<file path="config.mk">
export PLATFORM = sky130hd
export DESIGN_NAME = add_pipe_gen_flat
export DESIGN_NICKNAME = d
export VERILOG_FILES = /design/src/rtl/add_pipe_gen_if.sv /design/src/rtl/add_pipe_gen.sv /design/src/flat_wrapper.sv
export SDC_FILE = /design/constraint.sdc
export NUM_CORES = 1
export LEC_CHECK = 0
export ABC_AREA = 1
export ABC_CLOCK_PERIOD_IN_PS = 5600
export BUFFER_PORTS_ARGS = -buffer_cell sky130_fd_sc_hd__buf_4
export CAP_MARGIN = 20
export CORE_ASPECT_RATIO = 0.6
export CORE_UTILIZATION = 59
export DETAILED_ROUTE_END_ITERATION = 6
export GPL_TIMING_DRIVEN = 0
export HOLD_SLACK_MARGIN = 0.12
export PLACE_DENSITY = 0.8
export SKIP_LAST_GASP = 1
export SLEW_MARGIN = 20
export SYNTH_ARGS = -nofsm -noshare
export SYNTH_HDL_FRONTEND = slang
export SYNTH_SLANG_ARGS = --single-unit
</file>
<file path="constraint.sdc">
create_clock -name clk -period 5.6 [get_ports clk]
set_input_delay 0.56 -clock clk [delete_from_list [all_inputs] [get_ports clk]]
set_output_delay 0.56 -clock clk [all_outputs]
set_load 0.02 [all_outputs]
</file>
<file path="src/rtl/add_pipe_gen_if.sv">
// Streaming handshake bundle for add_pipe_gen: operands in on a/b/c_in, results out on sum/c_out/ovf.
// The slave modport is the adder side; the master modport is the producer/consumer side.
interface add_pipe_gen_if #(
  parameter int WIDTH = 16
);
  logic [WIDTH-1:0] a;
  logic [WIDTH-1:0] b;
  logic             c_in;
  logic             in_valid;
  logic             in_ready;
  logic [WIDTH-1:0] sum;
  logic             c_out;
  logic             ovf;
  logic             out_valid;
  logic             out_ready;

  modport master (
    output a, b, c_in, in_valid, out_ready,
    input  in_ready, sum, c_out, ovf, out_valid
  );

  modport slave (
    input  a, b, c_in, in_valid, out_ready,
    output in_ready, sum, c_out, ovf, out_valid
  );
endinterface

</file>
<file path="src/rtl/add_pipe_gen.sv">
// Pipelined carry-propagate adder: one SEG-bit slice per stage, carry registered between stages.
// A single advance enable stalls every stage at once, so results leave in order at one per clock.
module add_pipe_gen #(
  parameter int WIDTH = 16,
  parameter int SEG   = 4
) (
  input logic           clk,
  input logic           rst,
  add_pipe_gen_if.slave io
);
  localparam int STAGES = (SEG >= 1) ? WIDTH / SEG : 1;

  if (SEG < 1 || WIDTH < SEG || (WIDTH % SEG) != 0) begin : g_param_check
    $error("add_pipe_gen: WIDTH (%0d) must be a non-zero multiple of SEG (%0d)", WIDTH, SEG);
  end

  logic en;

  assign en          = io.out_ready || !io.out_valid;
  assign io.in_ready = en;

  // Stage k sees only the operand bits it has not consumed yet; its slice sits at bit 0.
  for (genvar k = 0; k < STAGES; k++) begin : g_stage
    localparam int REM  = WIDTH - k * SEG;
    localparam int DONE = k * SEG;

    logic [REM-1:0]      a_i;
    logic [REM-1:0]      b_i;
    logic                c_i;
    logic                v_i;
    logic [SEG:0]        seg_sum;
    logic [DONE+SEG-1:0] s_n;
    logic                vld_q;
    logic                cy_q;
    logic [DONE+SEG-1:0] sum_q;

    if (k == 0) begin : g_head
      assign a_i = io.a;
      assign b_i = io.b;
      assign c_i = io.c_in;
      assign v_i = io.in_valid;
      assign s_n = seg_sum[SEG-1:0];
    end else begin : g_body
      assign a_i = g_stage[k-1].g_fwd.a_q;
      assign b_i = g_stage[k-1].g_fwd.b_q;
      assign c_i = g_stage[k-1].cy_q;
      assign v_i = g_stage[k-1].vld_q;
      assign s_n = {seg_sum[SEG-1:0], g_stage[k-1].sum_q};
    end

    assign seg_sum = {1'b0, a_i[SEG-1:0]} + {1'b0, b_i[SEG-1:0]} + {{SEG{1'b0}}, c_i};

    always_ff @(posedge clk or posedge rst) begin
      if (rst) begin
        vld_q <= 1'b0;
        cy_q  <= 1'b0;
        sum_q <= '0;
      end else if (en) begin
        vld_q <= v_i;
        cy_q  <= seg_sum[SEG];
        sum_q <= s_n;
      end
    end

    if (k < STAGES - 1) begin : g_fwd
      logic [REM-SEG-1:0] a_q;
      logic [REM-SEG-1:0] b_q;

      always_ff @(posedge clk or posedge rst) begin
        if (rst) begin
          a_q <= '0;
          b_q <= '0;
        end else if (en) begin
          a_q <= a_i[REM-1:SEG];
          b_q <= b_i[REM-1:SEG];
        end
      end
    end else begin : g_last
      // Carry into the MSB is recovered from the MSB sum bit and the two MSB operand bits.
      logic cmsb_q;

      always_ff @(posedge clk or posedge rst) begin
        if (rst) begin
          cmsb_q <= 1'b0;
        end else if (en) begin
          cmsb_q <= seg_sum[SEG-1] ^ a_i[SEG-1] ^ b_i[SEG-1];
        end
      end
    end
  end

  assign io.out_valid = g_stage[STAGES-1].vld_q;
  assign io.sum       = g_stage[STAGES-1].sum_q;
  assign io.c_out     = g_stage[STAGES-1].cy_q;
  assign io.ovf       = g_stage[STAGES-1].g_last.cmsb_q ^ g_stage[STAGES-1].cy_q;
endmodule

</file>
<file path="src/flat_wrapper.sv">
// flat-port wrapper written by rule: the top's interface ports become plain ports
module add_pipe_gen_flat 
#(
  parameter int WIDTH = 16,
  parameter int SEG   = 4
)
  (clk, rst, io_a, io_b, io_c_in, io_in_valid, io_out_ready, io_in_ready, io_sum, io_c_out, io_ovf, io_out_valid);
  add_pipe_gen_if #(.WIDTH(WIDTH)) io_i ();
  input logic clk;
  input logic rst;
  input wire logic [$bits(io_i.a)-1:0] io_a;
  input wire logic [$bits(io_i.b)-1:0] io_b;
  input wire logic [$bits(io_i.c_in)-1:0] io_c_in;
  input wire logic [$bits(io_i.in_valid)-1:0] io_in_valid;
  input wire logic [$bits(io_i.out_ready)-1:0] io_out_ready;
  output wire logic [$bits(io_i.in_ready)-1:0] io_in_ready;
  output wire logic [$bits(io_i.sum)-1:0] io_sum;
  output wire logic [$bits(io_i.c_out)-1:0] io_c_out;
  output wire logic [$bits(io_i.ovf)-1:0] io_ovf;
  output wire logic [$bits(io_i.out_valid)-1:0] io_out_valid;
  assign io_i.a = io_a;
  assign io_i.b = io_b;
  assign io_i.c_in = io_c_in;
  assign io_i.in_valid = io_in_valid;
  assign io_i.out_ready = io_out_ready;
  assign io_in_ready = io_i.in_ready;
  assign io_sum = io_i.sum;
  assign io_c_out = io_i.c_out;
  assign io_ovf = io_i.ovf;
  assign io_out_valid = io_i.out_valid;
  add_pipe_gen #(.WIDTH(WIDTH), .SEG(SEG)) u_core (.clk(clk), .rst(rst), .io(io_i));
endmodule
</file>
# Yosys cells after proc, flatten, opt, wreduce, memory -nomap -nowiden
# Cells that the tools add are included.
[op_classes] n_addsub=8 n_bitwise=3 reduce_logical=2
[op_table] cell="4-bit by 4-bit adder with 5-bit output" count=4
[op_table] cell="5-bit by 1-bit adder with 5-bit output" count=4
[op_table] cell="1-bit XOR" count=3
[op_table] cell="1-bit zero test" count=1
[op_table] cell="1-bit logical OR" count=1
[word_totals] register_bits=97 inputBits=37 out_inout_bits=20 word_cells=32

# Depth between registers and ports, before layout
# Gate-level depths: netlist of the first run.
[depth] ltp_word=4 depth_mapped=7 ltp_nobuf=7

# Worst setup path after synthesis of the first run
# No wires, ideal clock.
[synth_timing] kind="input to register" start="in io_c_in" end="reg u_core.g_stage[0].sum_q[1]" setup_ps=83 arrival_ps=1581 t_required_ps=5517 slack_ps=3936 cell_stages=4 path_buffers=0 cell_sequence="fa_1 inv_1 fa_1 o21ai_0"
[synth_between] elab_chain_cells=1
[synth_lines] element="start, declared" line="flat_wrapper.sv:13" text="input wire logic [$bits(io_i.c_in)-1:0] io_c_in;"
[synth_lines] element="5-bit by 1-bit adder with 5-bit output" line="add_pipe_gen.sv:51" text="assign seg_sum = {1'b0, a_i[SEG-1:0]} + {1'b0, b_i[SEG-1:0]} + {{SEG{1'b0}}, c_i};"
[synth_lines] element="end signal, assigned" line="add_pipe_gen.sv:61" text="sum_q <= s_n;"
[synth_lines] element="end, declared" line="add_pipe_gen.sv:35" text="logic [DONE+SEG-1:0] sum_q;"
# Every way passes these cells.
# A chain may end at the register's enable or synchronous reset.

# Final worst setup path of the first run
[layout_timing] start="reg u_core.g_stage[3].vld_q, in the netlist u_core.io.out_valid" end="out io_in_ready"
[layout_between] elab_chain_cells=2
[layout_lines] element="start, declared" line="add_pipe_gen.sv:33" text="logic vld_q;"
[layout_lines] element="start signal, assigned" line="add_pipe_gen.sv:59" text="vld_q <= v_i;"
[layout_lines] element="1-bit zero test" line="add_pipe_gen.sv:19" text="assign en = io.out_ready || !io.out_valid;"
[layout_lines] element="1-bit logical OR" line="add_pipe_gen.sv:19"
[layout_lines] element="end, declared" line="flat_wrapper.sv:16" text="output wire logic [$bits(io_i.in_ready)-1:0] io_in_ready;"
# Every way passes these cells.

==> impl_results.md, run 1 <==
- Worst Max-Slew Pin Slew: just under 400 ps
- Outcome: finished, violations left
- #FFs+latches synth: slightly below 100
- Sw frac: between 30% and 40%
- P_leak: 2.76 nW
- Sequential area share after synthesis: approximately 58%
- Yosys cell types: 20
- Total die area: approximately 7500 um^2
- Comb pwr share: between 30% and 40%
- Synth Cell Area: 4220 um^2
- DR vias: 3332
- Hold Slack: around 210 ps
- Main synth FF type: dfrtp_1
- Clock period minus worst slack: 2000 ps
- RSZ-0062 raised after global routing: no
- Slowest stage delay, CP: about 380 ps
- Final instance area: roughly 5100 um^2
- Area occupied by registers: roughly 2400 um^2
- WS Path Type: flop to output port
- CTS tree: built
- Clock buffer depth: 2
- Critical path peak fanout: 10
- Clock power frac: about a fifth
- Post-synth EDFFs: 0
- Hold WC Path Type: primary input to asynchronous set/reset pin
- Core area: around 6800 um^2
- Post_cts resized: 0
- Final HPWL DP: 6.43 mm
- H-Tree Depth: 3
- CP cell instances: inv_1, nor2_4, inv_2, buf_2, buf_4
- First-pass DRT Iterations: 7
- CP Buf/Inv Count: 4
- Max Transition Viols Final: 0
- Fillers: between 500 and 600
- Worst-path clk slew: 70 ps
- Initial Utilization: 62.1%
- Antenna cell count: 0
- Data required time at the worst endpoint: approximately 5000 ps
- Nets: 600
- First-pass GRT wire length: about 15 mm
- Seq pwr share: roughly 40%
- GRT Total Usage: between 20% and 30%
- # IOs: 57
- Final wirelength: 9.33 mm
- DRC: 12
- Yosys warns: 0
- Largest net degree at the start of global routing: 57
- # rows: 23
- GP Congestion: roughly 0.81
- Fin crit share: a little over a third
- Drt wl/cell: around 15 um
- Die X: ~110 um
- Grt total ovfl: 0
- Multi-input gate area: ~1600 um^2
- Syn Area/Cell: around 9 um^2
- Slew Limit Headroom: approximately three quarters
- Synthesized Nets: 532
- Crit path arrival time: 1440 ps
- Ys async rst share: 100%
- Via/cell ratio: around 5.2
- Post-CTS setup buffers: 0
- Sw power: between 1 and 1.5 mW
- Int Power: 1.80 mW
- Failing checks: design-rule violations
- Antenna Nets Post-Route: 0
- Proportion of layout cells with a drive suffix above 1: between 15 and 20%
- Worst setup EP type: output port
- Max Cap Viol: 0
- CP Launch Type: flop
- Layout Skew: between 4 and 5 ps
- Root Driver: clkbuf_16
- Power consumption: a little under 3 mW
- Initial DRC count: around 240
- # setup viols final: 0
- Top delay family on crit path: buffers and inverters
- Max Freq: about 500 MHz
- Clk_lat worst skew: ~350 ps
- Final setup TNS: 0 ps
- CTS sink count: between 90 and 100
- Critical Path Slowest Stage Cell: dfrtp_1
- Input/output buffers: between 50 and 60
- Layout area overhead: 20.3%
- Peak VDD IR: roughly 0.00033 V
- Height of the chip: ~68 um
- Hold buffers post-CTS: 0
- Vias in the first global route: 3210
- Synth Instances: roughly 480
- CTS Buf Count: 9
- Final hold vios: 0
- Power per standard cell area: 580 nW/um^2
- Initial antenna violation count: 0
- Area of placed instances: between 4000 and 5000 um^2
area by class of cell:
type / count / area share, %
buffer: 20 / 2.32
clock buffer: 9 / 4.43
clock inverter: 7 / 1.40
inverter: 21 / 1.65
multi-input combinational: 337 / 31.4
sequential: 97 / 47.8
tap: 87 / 2.14
timing repair buffer: 57 / 8.82
per-stage QoR:
step / utilization, % / instances / setup WS (ps)
3_3_place_gp: 69.9 / 618 / 1520
6_report: 74.8 / 635 / 3600
4_1_cts: 74.8 / 635 / 3590
3_5_place_dp: 70.4 / 619 / 3670
2_1_floorplan: - / 475 / 2510
5_1_grt: 74.8 / 635 / 3530
power by group through the flow:
stage	sequential, mW	combinational [mW]	clock [mW]
3_5_place_dp	1.19	1.13	0
2_1_floorplan	1.23	0.687	0
6_report	1.18	1.15	0.612
3_3_place_gp	1.18	1.08	0
5_1_grt	1.21	1.30	0.644
4_1_cts	1.18	1.15	0.615
cells by family (layout without fill, tap and decap cells):
kind of cell	after synthesis	count (layout)	share of synthesized area, %
adders and majority gates	20	20	7.35
AOI/OAI and AO/OA	25	25	3.11
DFF	97	97	57.5
xor gates and xnor gates	2	2	0.415
buffers and inverters	41	114	4.65
and+or+nand+nor	290	290	26.9
per-layer routing:
layer	vias up	part of all wire, %	wire (um)	track usage (%)
met5	-	0	0	0
met2	113	46	4260	45.6
met1	1609	47	4410	37.2
met4	0	1.3	123	10.5
met3	15	5.7	534	6.19
li1	1595	-	-	-
worst paths after layout:
kind	depth (start not counted)	start	slack, ps	to
setup / recovery	5	u_core.io.out_valid$_DFFE_PP0P_	3600	io_in_ready
hold / removal	2	rst	210	u_core.g_stage[2].sum_q[0]$_DFFE_PP0P_
setup reg to reg	6	u_core.g_stage[0].g_fwd.b_q[0]$_DFFE_PP0P_	3750	u_core.g_stage[1].cy_q$_DFFE_PP0P_
hold reg to reg	2	u_core.g_stage[2].vld_q$_DFFE_PP0P_	450	u_core.io.out_valid$_DFFE_PP0P_
max in group asynchronous	3	rst	4790	u_core.g_stage[0].g_fwd.a_q[11]$_DFFE_PP0P_
min in group clk	3	io_a[14]	400	u_core.g_stage[0].g_fwd.a_q[10]$_DFFE_PP0P_
registers in the layout, indices dropped and copies added, names as in the netlist:
| signal | flops |
|---|---|
| u_core.g_stage.g_fwd.b_q | 24 |
| u_core.g_stage.cy_q | 3 |
| u_core.io.out_valid | 1 |
| u_core.io.c_out | 1 |
| u_core.g_stage.vld_q | 3 |
| u_core.g_stage.sum_q | 24 |
| u_core.g_stage.g_fwd.a_q | 24 |
| u_core.io.sum | 16 |
| u_core.g_stage.g_last.cmsb_q | 1 |
layout by cell type (no fill, tap or decap), types with 2 or more instances in the layout:
| master | n |
|---|---|
| a21oi_1 | 7 |
| clkinv_2 | 2 |
| buf_4 | 63 |
| inv_1 | 19 |
| dfrtp_1 | 97 |
| o21ai_0 | 15 |
| clkbuf_16 | 9 |
| ha_1 | 12 |
| nand3b_1 | 5 |
| nand3_1 | 12 |
| fa_1 | 8 |
| buf_2 | 13 |
| nand2_1 | 256 |
| nor2_1 | 13 |
| clkinvlp_4 | 3 |
| or2_2 | 3 |
synth_stat cells, drive strengths merged, types with 3 or more instances:
library cell / number / area, um^2
nor2: 14 / 60.1
buf: 20 / 118
inv: 21 / 78.8
ha: 12 / 150
fa: 8 / 160
o21ai: 15 / 75.1
nand3b: 5 / 37.5
dfrtp: 97 / 2430
or2: 3 / 18.8
nand2: 256 / 961
a21oi: 7 / 35.0
nand3: 12 / 60.1
Power figures use the tool's default switching activity.
==> inputs of run 2 (changes only) <==
--- a/config.mk
+++ b/config.mk
@@ -5,16 +5,16 @@
 export SDC_FILE = /design/constraint.sdc
 export NUM_CORES = 1
 export LEC_CHECK = 0
-export ABC_AREA = 1
-export ABC_CLOCK_PERIOD_IN_PS = 5600
+export ABC_AREA = 0
+export ABC_CLOCK_PERIOD_IN_PS = 1800
 export BUFFER_PORTS_ARGS = -buffer_cell sky130_fd_sc_hd__buf_4
 export CAP_MARGIN = 20
 export CORE_ASPECT_RATIO = 0.6
-export CORE_UTILIZATION = 59
+export CORE_UTILIZATION = 51
 export DETAILED_ROUTE_END_ITERATION = 6
 export GPL_TIMING_DRIVEN = 0
 export HOLD_SLACK_MARGIN = 0.12
-export PLACE_DENSITY = 0.8
+export PLACE_DENSITY = 0.74
 export SKIP_LAST_GASP = 1
 export SLEW_MARGIN = 20
 export SYNTH_ARGS = -nofsm -noshare
==> constraint.sdc (replaced) <==
create_clock -name clk -period 1.8 [get_ports clk]
set_input_delay 0.18 -clock clk [delete_from_list [all_inputs] [get_ports clk]]
set_output_delay 0.18 -clock clk [all_outputs]
set_load 0.02 [all_outputs]
==> impl_results.md, run 2 <==
- Outcome: completed (was finished, violations left)
- Final hold vios: 0 (unchanged)
- Synthesized Nets: 510 (was 532)
- Initial antenna violation count: 0 (unchanged)
- Fin crit share: between 90% and 100%
- Most common cell in the netlist: nand2_1 (unchanged)
- Multi-input gate area: 1580 um^2 (was 1600 um^2)
- CTS Buf Count: 9 (unchanged)
- P_leak: 2.82 nW (was 2.76 nW)
- First-pass GRT wire length: 15.5 mm (was 15.4 mm)
- Worst-path clk slew: 60 ps (was 70 ps)
- Most frequent cells in the layout: 231 x nand2_1, 97 x dfrtp_1, 61 x buf_4 (was 256 x nand2_1, 97 x dfrtp_1, 63 x buf_4)
- Root Driver: clkbuf_16 (unchanged)
- Post-layout util: 67.7% (was 74.8%)
- Initial Utilization: 52.8% (was 62.1%)
- Max Cap Viol: 0 (unchanged)
- Largest net degree at the start of global routing: 36 (was 57)
- H-Tree Depth: 3 (unchanged)
- Nets: 607 (was 600)
- Core area: 7910 um^2 (was 6790 um^2)
- DRC: 0 (was 12)
- Final HPWL DP: 6.43 mm (about the same)
- First-pass DRT Iterations: 4 (was 7)
- Input/output buffers: 56 (unchanged)
- Drt wl/cell: 13.7 um (was 14.7 um)
- Slew Limit Headroom: 65.9% (was 73.9%)
- Layout Skew: 6.05 ps (was 4.68 ps)
- Vias in the first global route: 3231 (was 3210)
- Yosys cell types: 24 (was 20)
- RSZ-0062 raised after global routing: no (unchanged)
- Ys async rst share: 100% (unchanged)
- Final setup margin: 61.4 ps (was 3600 ps)
- Area occupied by registers: 2430 um^2 (unchanged)
- Layout area overhead: 28.1% (was 20.3%)
- Sequential area share after synthesis: 58.1% (was 57.5%)
- Int Power: 5.68 mW (was 1.80 mW)
- Critical path peak fanout: 2 (was 10)
- Antenna Nets Post-Route: 0 (unchanged)
- Synth Cell Area: 4180 um^2 (was 4220 um^2)
- Data required time at the worst endpoint: 2020 ps (was 5040 ps)
- Grt total ovfl: 0 (unchanged)
- Total die area: 8570 um^2 (was 7510 um^2)
- Worst setup EP type: flop (was output port)
- Biggest regs: u_core.g_stage.g_fwd.a_q (24), u_core.g_stage.g_fwd.b_q (24), u_core.g_stage.sum_q (24) (unchanged)
- Crit path arrival time: 1960 ps (was 1440 ps)
- Largest area contributor in the netlist: dfrtp_1 (unchanged)
- GRT Total Usage: 24.2% (was 27.8%)
- Fillers: 659 (was 520)
- GP Congestion: 0.775 (was 0.814)
- Via/cell ratio: 4.84 (was 5.25)
- # setup viols final: 0 (unchanged)
- DR vias: 3209 (was 3332)
- Clock buffer depth: 2 (unchanged)
- Worst Max-Slew Pin Slew: 511 ps (was 391 ps)
- Clock period minus worst slack: 1740 ps
- # IOs: 57 (unchanged)
- Comb pwr share: 39.3% (was 39.1%)
- Syn Area/Cell: 9.23 um^2 (was 8.88 um^2)
- WS Path Type: flop to flop (was flop to output port)
- Worst slack, placed: -106 ps (was 3670 ps)
- Commonest non-fill, non-tap cell in the layout: nand2_1 (unchanged)
- Post-synth EDFFs: 0 (unchanged)
- Peak VDD IR: 0.000670 V (was 0.000332 V)
- Clk_lat worst skew: 340 ps (was 350 ps)
- Sw frac: 37.3% (was 38.8%)
- Clock power frac: 19.8% (was 20.8%)
- Synth Instances: 453 (was 475)
- Power per standard cell area: 1690 nW/um^2 (was 580 nW/um^2)
- Antenna cell count: 0 (unchanged)
- Synth cell count leaders: 231 x nand2_1, 97 x dfrtp_1, 15 x inv_1 (was 256 x nand2_1, 97 x dfrtp_1, 20 x inv_1)
- Max Freq: around 580 MHz
- CP Launch Type: flop (unchanged)
- Yosys warns: 0 (unchanged)
- CTS sink count: 97 (unchanged)
- Hold WC Path Type: primary input to flop (was primary input to asynchronous set/reset pin)
- Sw power: 3.37 mW (was 1.14 mW)
- Final wirelength: 9.05 mm (was 9.33 mm)
- # rows: 25 (was 23)
- Ranking of synthesized cells by area: dfrtp_1 58%, nand2_1 21%, fa_1 3.8% (was dfrtp_1 58%, nand2_1 23%, fa_1 3.8%)
- Seq pwr share: 40.9% (was 40.1%)
- Die X: 119 um (was 111 um)
- Synth top area share: 58.1% (was 57.5%)
- Height of the chip: 72.1 um (was 67.5 um)
- Max Transition Viols Final: 0 (unchanged)
- Initial DRC count: 193 (was 244)
- Main synth FF type: dfrtp_1 (unchanged)
- CTS tree: built (unchanged)
- Proportion of layout cells with a drive suffix above 1: 17.8% (was 18.1%)
- #FFs+latches synth: 97 (unchanged)
[run 2: worst paths after layout]
check / from / to / slack [ps] / depth (start not counted)
max: u_core.g_stage[0].cy_q$_DFFE_PP0P_ / u_core.g_stage[1].cy_q$_DFFE_PP0P_ / 60 / 5
min: io_a[0] / u_core.g_stage[0].sum_q[0]$_DFFE_PP0P_ / 210 / 4
max reg2reg: u_core.g_stage[0].cy_q$_DFFE_PP0P_ / u_core.g_stage[1].cy_q$_DFFE_PP0P_ / 60 / 5
min reg2reg: u_core.g_stage[1].g_fwd.b_q[6]$_DFFE_PP0P_ / u_core.g_stage[1].g_fwd.b_q[6]$_DFFE_PP0P_ / 460 / 2
max in group asynchronous: rst / u_core.g_stage[0].sum_q[3]$_DFFE_PP0P_ / 700 / 6
min in group asynchronous: rst / u_core.io.sum[10]$_DFFE_PP0P_ / 430 / 4
[run 2: area by class of cell]
type                       instances  area share (%)
timing repair buffer              87            14.1
buffer                            20            2.17
clock buffer                      14            4.93
sequential                        97            45.3
tap                              108            2.52
clock inverter                     2           0.234
inverter                          16            1.24
multi-input combinational        319            29.5
[run 2: routing by layer]
metal,vias to the layer above,track usage [%],wire (um)
met4,0,8.02,138
li1,1595,-,-
met3,13,6.05,410
met1,1541,33.0,4440
met2,60,38.5,4060
met5,-,0,0
[run 2: what timing repair did]
action                                 in CTS  in global routing
endpoints found under the hold margin      59                  0
setup buffers                               0                  2
gates resized for setup                     2                  1
hold buffers                               26                  0
pin swaps                                   0                  3
setup endpoints to repair                   1                  2
[run 2: power by group through the flow]
stage	Clock [mW]	Combinational (mW)	Sequential, mW
global route	1.91	4.04	3.81
floorplan	0	2.19	3.82
detailed placement	0	3.48	3.73
global placement	0	3.34	3.68
finish	1.79	3.56	3.70
CTS	1.82	3.56	3.70
[run 2: worst max-delay path, cell delays in order, from the launching register on]
cell	delay (ps)
dfrtp_1	400
fa_2	430
fa_2	370
a21o_1	170
a211oi_2	170
a21oi_1	70
[run 2: kinds of logic after synthesis]
group | synth area share [%]
fa+ha+maj | 7.42
flops | 58.1
xor+xnor | 1.89
simple gates | 23.4
buf+inv | 4.40
compound gates | 4.82
[run 2: through the flow]
stage / hold slack, ps / std cells / TNS, ps / power (mW) / instance area (um^2)
after global placement: 379 / 617 / -10260 / 7.02 / 4740
after CTS: 202 / 662 / 0 / 9.08 / 5340
after detailed placement: 241 / 620 / -106 / 7.21 / 4800
after floorplan: 292 / 453 / 0 / 6.01 / 4180
after global routing: 250 / 663 / 0 / 9.76 / 5360
final: 215 / 663 / 0 / 9.05 / 5360
==> inputs of run 3 (changes only) <==
--- a/config.mk
+++ b/config.mk
@@ -6,15 +6,15 @@
 export NUM_CORES = 1
 export LEC_CHECK = 0
 export ABC_AREA = 0
-export ABC_CLOCK_PERIOD_IN_PS = 1800
+export ABC_CLOCK_PERIOD_IN_PS = 1600
 export BUFFER_PORTS_ARGS = -buffer_cell sky130_fd_sc_hd__buf_4
 export CAP_MARGIN = 20
 export CORE_ASPECT_RATIO = 0.6
-export CORE_UTILIZATION = 51
+export CORE_UTILIZATION = 57
 export DETAILED_ROUTE_END_ITERATION = 6
 export GPL_TIMING_DRIVEN = 0
 export HOLD_SLACK_MARGIN = 0.12
-export PLACE_DENSITY = 0.74
+export PLACE_DENSITY = 0.78
 export SKIP_LAST_GASP = 1
 export SLEW_MARGIN = 20
 export SYNTH_ARGS = -nofsm -noshare
==> constraint.sdc (replaced) <==
create_clock -name clk -period 1.6 [get_ports clk]
set_input_delay 0.16 -clock clk [delete_from_list [all_inputs] [get_ports clk]]
set_output_delay 0.16 -clock clk [all_outputs]
set_load 0.02 [all_outputs]
==> impl_results.md, run 3 (same netlist as run 2, synthesis figures left out) <==
- Layout area overhead: 27.9% (was 28.1%)
- Clock buffer depth: 2 (unchanged)
- Layout Skew: 7.76 ps (was 6.05 ps)
- Antenna Nets Post-Route: 0 (unchanged)
- Input/output buffers: 56 (unchanged)
- Core area: 6880 um^2 (was 7910 um^2)
- Critical path peak fanout: 2 (unchanged)
- Total die area: 7690 um^2 (was 8570 um^2)
- Hold WC Path Type: primary input to flop (unchanged)
- Initial Utilization: 60.8% (was 52.8%)
- Slew Limit Headroom: 55.0% (was 65.9%)
- Die X: 113 um (was 119 um)
- Clk_lat worst skew: 340 ps (about the same)
- Final wirelength: 9.24 mm (was 9.05 mm)
- Peak VDD IR: 0.000880 V (was 0.000670 V)
- R2r setup slk: -110 ps (was 60 ps)
- Final hold vios: 0 (unchanged)
- WS Path Type: flop to flop (unchanged)
- Data required time at the worst endpoint: 1820 ps (was 2020 ps)
- Antenna cell count: 0 (unchanged)
- Outcome: finished, violations left (was completed)
- Area of placed instances: 4760 um^2 (was 4800 um^2)
- First-pass DRT Iterations: 5 (was 4)
- Worst Max-Slew Pin Slew: 673 ps (was 511 ps)
- P_leak: 2.83 nW (was 2.82 nW)
- CP Launch Type: flop (unchanged)
- DR vias: 3298 (was 3209)
- Layout Cells excl Fill: 643 (was 663)
- Root Driver: clkbuf_16 (unchanged)
- Crit path arrival time: 1920 ps (was 1960 ps)
- Drt wl/cell: 14.4 um (was 13.7 um)
- H-Tree Depth: 3 (unchanged)
- Via/cell ratio: 5.13 (was 4.84)
- Worst-path clk slew: 60 ps (about the same)
- # setup viols final: 4 (was 0)
- Max Transition Viols Final: 0 (unchanged)
- GP Congestion: 0.800 (was 0.775)
- RSZ-0062 raised after global routing: yes (was no)
- Worst setup EP type: flop (unchanged)
- GRT Total Usage: 26.9% (was 24.2%)
- Failing checks: negative setup slack
- Power consumption: 10.3 mW (was 9.05 mW)
- Proportion of layout cells with a drive suffix above 1: 19.2% (was 17.8%)
- Biggest regs: u_core.g_stage.g_fwd.a_q (24), u_core.g_stage.g_fwd.b_q (24), u_core.g_stage.sum_q (24) (unchanged)
- Final instance area: 5350 um^2 (was 5360 um^2)
- Post-layout util: 77.7% (was 67.7%)
- Clock period minus worst slack: 1710 ps (was 1740 ps)
- CTS tree: built (unchanged)
- Final setup TNS: -347 ps (was 0 ps)
- Final HPWL DP: 6.26 mm (was 6.43 mm)
- Most frequent cells in the layout: 231 x nand2_1, 97 x dfrtp_1, 63 x buf_4 (was 231 x nand2_1, 97 x dfrtp_1, 61 x buf_4)
- Max Freq: 585 MHz (was 575 MHz)
- Power per standard cell area: 1930 nW/um^2 (was 1690 nW/um^2)
- # IOs: 57 (unchanged)
- Grt total ovfl: 0 (unchanged)
- CTS sink count: 97 (unchanged)
- Max Cap Viol: 0 (unchanged)
- Initial antenna violation count: 0 (unchanged)
- Vias in the first global route: 3124 (was 3231)
- Initial DRC count: 204 (was 193)
- Worst slack, placed: -126 ps (was -106 ps)
- Largest net degree at the start of global routing: 36 (unchanged)
- # rows: 23 (was 25)
- Placed cells: 598 (was 620)
- CTS Buf Count: 9 (unchanged)
- First-pass GRT wire length: 15.1 mm (was 15.5 mm)
- Hold Slack: 195 ps (was 215 ps)
- Nets: 608 (was 607)
- Fin crit share: 107% (was 96.6%)
- Commonest non-fill, non-tap cell in the layout: nand2_1 (unchanged)
- DRC: 0 (unchanged)
- Height of the chip: 68.3 um (was 72.1 um)
- Final setup margin: -108 ps (was 61.4 ps)
==> run 3: report_power, final <==
group,internal [mW],switching (mW),total [mW]
Clock,1.13,0.848,1.98
Combinational,1.80,2.35,4.15
Sequential,3.53,0.636,4.17
==> run 3: final cells by class <==
cell class	instances	area, um^2
Timing Repair Buffer	88	751
Tap cell	87	109
Inverter	16	66.3
Buffer	20	116
Multi-Input combinational cell	319	1600
Clock inverter	3	15.0
Sequential cell	97	2430
Clock buffer	13	260
Fill cell	466	1530
==> run 3: path summary, 6_finish.rpt <==
kind / startpoint / to / depth (start not counted)
setup / recovery: u_core.g_stage[0].g_fwd.b_q[0]$_DFFE_PP0P_ / u_core.g_stage[1].sum_q[6]$_DFFE_PP0P_ / 5
hold / removal: io_a[0] / u_core.g_stage[0].sum_q[0]$_DFFE_PP0P_ / 4
setup reg to reg: u_core.g_stage[0].g_fwd.b_q[0]$_DFFE_PP0P_ / u_core.g_stage[1].sum_q[6]$_DFFE_PP0P_ / 5
hold reg to reg: u_core.g_stage[0].vld_q$_DFFE_PP0P_ / u_core.g_stage[0].vld_q$_DFFE_PP0P_ / 2
max in group asynchronous: rst / u_core.g_stage[0].sum_q[2]$_DFFE_PP0P_ / 4
min in group asynchronous: rst / u_core.g_stage[0].g_fwd.a_q[4]$_DFFE_PP0P_ / 3
==> run 3: timing repair <==
action | CTS | global route
hold buffers | 26 | 0
setup endpoints to repair | 8 | 6
resized for setup | 7 | 3
pin swaps | 5 | 10
setup buffers | 2 | 2
hold endpoints to repair | 53 | 0
==> run 3: critical path, stage by stage (launching register included) <==
cell and delay [ps]:
dfrtp_1 400, fa_2 420, fa_2 370, buf_4 150, xnor2_2 150, o21ai_1 90
==> run 3: routing by layer <==
| layer | vias up | share of wire (%) | track usage, % |
|---|---|---|---|
| met2 | 94 | 46 | 44.1 |
| met1 | 1602 | 47 | 36.0 |
| li1 | 1590 | - | - |
| met3 | 12 | 4.9 | 6.55 |
| met5 | - | 0 | 0 |
| met4 | 0 | 1.1 | 8.83 |
